**src/rtl/encoded_request_decoder_if.sv**
```systemverilog
// encoded_request_decoder_if: encoded request, acknowledge and status bundle between the upstream encoder, the decoder and the consumer
interface encoded_request_decoder_if #(
  parameter int CODE_W = 2,
  parameter int CNT_W = 8
);
  localparam int N = 2 ** CODE_W;
  logic in_valid;
  logic [CODE_W-1:0] in_code;
  logic in_ready;
  logic [N-1:0] ack;
  logic clr_flags;
  logic [N-1:0] pend;
  logic [N-1:0] last_onehot;
  logic [CNT_W-1:0] evt_count;
  logic [N-1:0] timeout_flag;
  modport master (
    output in_valid, in_code, ack, clr_flags,
    input in_ready, pend, last_onehot, evt_count, timeout_flag
  );
  modport slave (
    input in_valid, in_code, ack, clr_flags,
    output in_ready, pend, last_onehot, evt_count, timeout_flag
  );
endinterface

```
**src/rtl/encoded_request_decoder.sv**
```systemverilog
// encoded_request_decoder: re-expands an encoded request into per-line pending flags released by ack or timeout
module encoded_request_decoder #(
  parameter int CODE_W = 2,
  parameter int TIMEOUT = 15,
  parameter int CNT_W = 8
) (
  input logic clk,
  input logic rst_n,
  encoded_request_decoder_if.slave bus
);
  localparam int N = 2 ** CODE_W;
  localparam int TW = TIMEOUT > 1 ? $clog2(TIMEOUT) : 1;
  logic [N-1:0] r_pend, r_last, r_flag;
  logic [CNT_W-1:0] r_cnt;
  logic [TW-1:0] r_tmr [N];
  logic w_acc;
  logic [N-1:0] w_sel, w_exp, w_pend_nxt, w_last_nxt, w_flag_nxt;
  logic [CNT_W-1:0] w_cnt_nxt;
  logic [TW-1:0] w_tmr_nxt [N];
  // state register: per-line pending/timer plus shared status
  always_ff @(posedge clk or negedge rst_n) begin
    if (!rst_n) begin
      r_pend <= '0;
      r_last <= '0;
      r_flag <= '0;
      r_cnt <= '0;
      for (int i = 0; i < N; i++) r_tmr[i] <= '0;
    end else begin
      r_pend <= w_pend_nxt;
      r_last <= w_last_nxt;
      r_flag <= w_flag_nxt;
      r_cnt <= w_cnt_nxt;
      for (int i = 0; i < N; i++) r_tmr[i] <= w_tmr_nxt[i];
    end
  end
  // next state: an accept only targets an idle line, so an ack on that line is moot; ack beats expiry, expiry beats clear
  always_comb begin
    w_acc = bus.in_valid & ~r_pend[bus.in_code];
    w_sel = w_acc ? N'(1) << bus.in_code : '0;
    w_exp = '0;
    for (int i = 0; i < N; i++) begin
      w_exp[i] = TIMEOUT > 0 && r_pend[i] && !bus.ack[i] && r_tmr[i] == TW'(TIMEOUT - 1);
      w_tmr_nxt[i] = (TIMEOUT > 0 && r_pend[i] && !bus.ack[i] && !w_exp[i]) ? r_tmr[i] + 1'b1 : '0;
    end
    w_pend_nxt = (r_pend & ~bus.ack & ~w_exp) | w_sel;
    w_last_nxt = w_acc ? w_sel : r_last;
    w_cnt_nxt = bus.clr_flags ? CNT_W'(w_acc) : (w_acc && r_cnt != '1) ? r_cnt + 1'b1 : r_cnt;
    w_flag_nxt = (bus.clr_flags ? '0 : r_flag) | w_exp;
  end
  // outputs: ready depends only on registered pend, never on ack
  always_comb begin
    bus.in_ready = ~r_pend[bus.in_code];
    bus.pend = r_pend;
    bus.last_onehot = r_last;
    bus.evt_count = r_cnt;
    bus.timeout_flag = r_flag;
  end
endmodule

```
**src/flat_wrapper.sv**
```systemverilog
// flat-port wrapper written by rule: the top's interface ports become plain ports
module encoded_request_decoder_flat 
#(
  parameter int CODE_W = 2,
  parameter int TIMEOUT = 15,
  parameter int CNT_W = 8
)
  (clk, rst_n, bus_in_valid, bus_in_code, bus_ack, bus_clr_flags, bus_in_ready, bus_pend, bus_last_onehot, bus_evt_count, bus_timeout_flag);
  encoded_request_decoder_if #(.CODE_W(CODE_W), .CNT_W(CNT_W)) bus_i ();
  input logic clk;
  input logic rst_n;
  input wire logic [$bits(bus_i.in_valid)-1:0] bus_in_valid;
  input wire logic [$bits(bus_i.in_code)-1:0] bus_in_code;
  input wire logic [$bits(bus_i.ack)-1:0] bus_ack;
  input wire logic [$bits(bus_i.clr_flags)-1:0] bus_clr_flags;
  output wire logic [$bits(bus_i.in_ready)-1:0] bus_in_ready;
  output wire logic [$bits(bus_i.pend)-1:0] bus_pend;
  output wire logic [$bits(bus_i.last_onehot)-1:0] bus_last_onehot;
  output wire logic [$bits(bus_i.evt_count)-1:0] bus_evt_count;
  output wire logic [$bits(bus_i.timeout_flag)-1:0] bus_timeout_flag;
  assign bus_i.in_valid = bus_in_valid;
  assign bus_i.in_code = bus_in_code;
  assign bus_i.ack = bus_ack;
  assign bus_i.clr_flags = bus_clr_flags;
  assign bus_in_ready = bus_i.in_ready;
  assign bus_pend = bus_i.pend;
  assign bus_last_onehot = bus_i.last_onehot;
  assign bus_evt_count = bus_i.evt_count;
  assign bus_timeout_flag = bus_i.timeout_flag;
  encoded_request_decoder #(.CODE_W(CODE_W), .TIMEOUT(TIMEOUT), .CNT_W(CNT_W)) u_core (.clk(clk), .rst_n(rst_n), .bus(bus_i));
endmodule
```
**config.mk**
```make
export PLATFORM = sky130hd
export DESIGN_NAME = encoded_request_decoder_flat
export DESIGN_NICKNAME = d
export VERILOG_FILES = /design/src/rtl/encoded_request_decoder_if.sv /design/src/rtl/encoded_request_decoder.sv /design/src/flat_wrapper.sv
export SDC_FILE = /design/constraint.sdc
export NUM_CORES = 1
export LEC_CHECK = 0
export ABC_AREA = 1
export BUFFER_PORTS_ARGS = -buffer_cell sky130_fd_sc_hd__buf_4
export CAP_MARGIN = 20
export CORE_ASPECT_RATIO = 0.7
export CORE_UTILIZATION = 55
export CTS_BUF_LIST = sky130_fd_sc_hd__clkbuf_4 sky130_fd_sc_hd__clkbuf_8 sky130_fd_sc_hd__clkbuf_16
export DETAILED_ROUTE_END_ITERATION = 8
export GPL_TIMING_DRIVEN = 0
export PLACE_DENSITY = 0.76
export SLEW_MARGIN = 40
export SYNTH_ARGS = -nofsm -noshare
export SYNTH_HDL_FRONTEND = slang
export SYNTH_SLANG_ARGS = --single-unit
export TNS_END_PERCENT = 5
```
**constraint.sdc**
```tcl
create_clock -name clk -period 3 [get_ports clk]
set_input_delay 0 -clock clk [delete_from_list [all_inputs] [get_ports clk]]
set_output_delay 0 -clock clk [all_outputs]
set_load 0.005 [all_outputs]
```
==> reports/qor.yml <==
outcome: "complete, no violations"
avgSynthCellArea_um2: 8.75
hold_violations: 0
synth_mux_area_frac: 0
die_area_um2: 3410
fin_crit_ps: 1530
combPwrFrac: 0.121
place_congestion: 0.811
place_area_um2: 2020
synth_fp_nets: 219
rsz0062_at_grt: "false"
core_area_um2: 2900
synth_cells: 200
reg2reg_from: "u_core.bus.evt_count[1]"
cts_tree: "done"
clkPwrFrac: 0.410
first_iter_violations: 80
drtPass1Iterations: 4
avgViaCountPerCell: 5.21
antenna_left: 0
grt.overflow.total: 0
synth_fa_ha_area_frac: 0.0644
power_switching_uw: 272
worstPathArrival_ps: 1720
vdd_drop_max_v: 0.000376
hold_start: "bus_ack[2]"
ys_top_cells_by_count: "nand2_1 (50), dfrtp_1 (36), nand3_1 (31)"
p_per_area_nw_per_um2: 521
antenna_found_initial: 0
cts_resized: 0
fin_setup_tns_ps: 0
fmax_ghz: 0.652
post-place-ws_ps: 1520
min_to: "u_core.bus.timeout_flag[2]"
ys_warn_count: 0
dp_hpwl_um: 2460
wl_met1_um: 1670
async_flop_share: 1.00
cp_max_fo: 9
synth_ff_type: "dfrtp_1"
r2r_setup_slack_ps: 1470
die_h_um: 49.2
dr_total_vias: 1443
synth_top_area_share: 0.515
drive_gt1_frac: 0.195
synthMostInstantiatedCell: "nand2_1"
yosysTopAreaCell: "dfrtp_1"
antennaDiodeCount: 0
start_util: 0.603
finalSetupViolCount: 0
cp_cell_sequence: "ha_1 > nand2_1 > inv_1 > nand3_1 > nand3_4 > nand2_4 > nand2_1 > nand2_1"
slew_headroom: 0.707
synth_top_family_by_area: "simple AND/OR/NAND/NOR gates"
syn_to_final_growth_pct: 24.4
r2r_cells: 8
grt_pass1_wl_um: 6100
ios: 31
portBuffers: 30
clk_pin_slew_ps: 70
nets: 259
grt_usage: 0.236
worstSkewPairLatency_ps: 290
maxCapViolCount: 0
cp-start-kind: "flop"
drc: 0
slowest_delay_ps: 420
skew_ps: 3.28
routed_wl_um: 3540
hold_depth: 4
post-route-period-util: 0.511
crit_type: "reg -> reg"
synth_area_leaders: "dfrtp_1 (52%), nand2_1 (11%), nand3_1 (8.9%)"
p_sw_frac: 0.240
grt_max_degree: 37
dr_wl_met3_um: 206
fin_area_um2: 2180
yosys_register_bits: 36
final_core_util: 0.750
netlist_area_um2: 1750
finalPower_mw: 1.13
die_x_um: 69.4
cp_num_buf_inv: 1
fillers: 207
synth_simple_gate_area_frac: 0.305
cts_max_path_buffers: 2
synth-compound-area-share: 0.0315
cts_num_sinks: 36
root_buffer: "clkbuf_8"
synth-edff-count: 0
synth-xor-area-share: 0.0351
post_cts.repair.setup_buffers: 0
htree_levels: 2
path_delay_family: "simple AND/OR/NAND/NOR gates"
cts_hold_buf: 3
grt_pass1_vias: 1392
reg2reg_to: "u_core.bus.evt_count[0]"
hold_path.class: "in -> reg"
cp-end-kind: "flop"
top_layer: "met4"
post_drt_wl_per_cell_um: 12.8
p_leak_nw: 1.16
crit_path_top_delay_cell: "dfrtp_1"
num_rows: 16
setup_ws_ps: 1470
wl_met2_um: 1590
worst_pin_slew_ps: 440
sequentialPowerShare: 0.469
slew_violations: 0
p_int_uw: 862
ys_seq_area_frac: 0.515
cp_data_required_time_ps: 3180
cpMostUsedCell: "nand2_1"
cts_buffers: 5
yosysUniqueCellTypes: 19
cells in the final DEF, fill, tap and decap left out:
master         count
nor2_8             1
dlygate4sd3_1      3
inv_1             19
nand3_4            1
or2_2              1
ha_1               9
clkbuf_8           7
xor2_1             3
buf_6              1
nand2_1           50
nor3_1             3
nor2_1            24
inv_2              1
dfrtp_1           36
o21ai_0            6
nand2_2            2
bufinv_16          1
buf_4             30
nand2_4            2
xnor2_1            4
nand3_1           31
nand4_1            1
a21oi_1            5
power by group through the flow:
stage | Combinational (mW) | Sequential [mW] | Clock [mW]
after global placement | 0.128 | 0.539 | 0
after global routing | 0.154 | 0.536 | 0.484
final | 0.137 | 0.532 | 0.465
after detailed placement | 0.135 | 0.540 | 0
after CTS | 0.139 | 0.532 | 0.472
after floorplan | 0.0633 | 0.538 | 0
worst max path at each step:
stage / from / end / slack, ps / cells past startpoint
after CTS: u_core.bus.evt_count[1] / u_core.bus.evt_count[1] / 1490 / 8
after floorplan: u_core.bus.evt_count[0] / u_core.bus.evt_count[5] / 1700 / 8
after detailed placement: u_core.bus.evt_count[1] / u_core.bus.evt_count[1] / 1520 / 8
final: u_core.bus.evt_count[1] / u_core.bus.evt_count[0] / 1470 / 8
after global routing: u_core.bus.evt_count[1] / u_core.bus.evt_count[5] / 1320 / 8
after global placement: u_core.bus.evt_count[0] / u_core.bus.evt_count[1] / 1570 / 8
flip-flops by register name, summed over array words and instances (netlist names):
register                 cells
u_core.bus.evt_count         8
u_core.r_tmr                16
u_core.bus.timeout_flag      4
u_core.bus.last_onehot       4
u_core.bus.pend              4
logic make-up (layout without fill, tap and decap cells):
family / Yosys count / count (layout)
DFF: 36 / 36
and+or+nand+nor: 116 / 116
xor gates and xnor gates: 7 / 7
AOI/OAI and AO/OA: 11 / 11
adders and majority gates: 9 / 9
buffers and inverters: 21 / 62
metal layers:
metal  global-route usage  up-vias
met3               0.0640        7
met1                0.311      683
met4                0.129        0
li1                     -      713
met5                    0        -
met2                0.356       40
metrics by stage:
| stage | instances | hold WS [ps] |
|---|---|---|
| after floorplan | 200 | -296 |
| after global placement | 266 | -28.3 |
| after detailed placement | 266 | -22.6 |
| after CTS | 277 | 0.331 |
| after global routing | 277 | 17.7 |
| final | 277 | 1.23 |
worst min-delay path, cell delays in order:
cell,delay [ps]
buf_4,80
inv_1,40
nand2_1,50
o21ai_0,80
area by class of cell:
| class | count | area (µm²) | area share |
|---|---|---|---|
| buffer | 1 | 11.3 | 0.00518 |
| clock buffer | 7 | 96.3 | 0.0443 |
| clock inverter | 1 | 30.0 | 0.0138 |
| inverter | 20 | 75.1 | 0.0345 |
| multi-input combinational | 143 | 762 | 0.350 |
| sequential | 36 | 901 | 0.414 |
| tap | 36 | 45.0 | 0.0207 |
| timing repair buffer | 33 | 255 | 0.117 |
No activity file was read; power rests on OpenSTA's default activity.
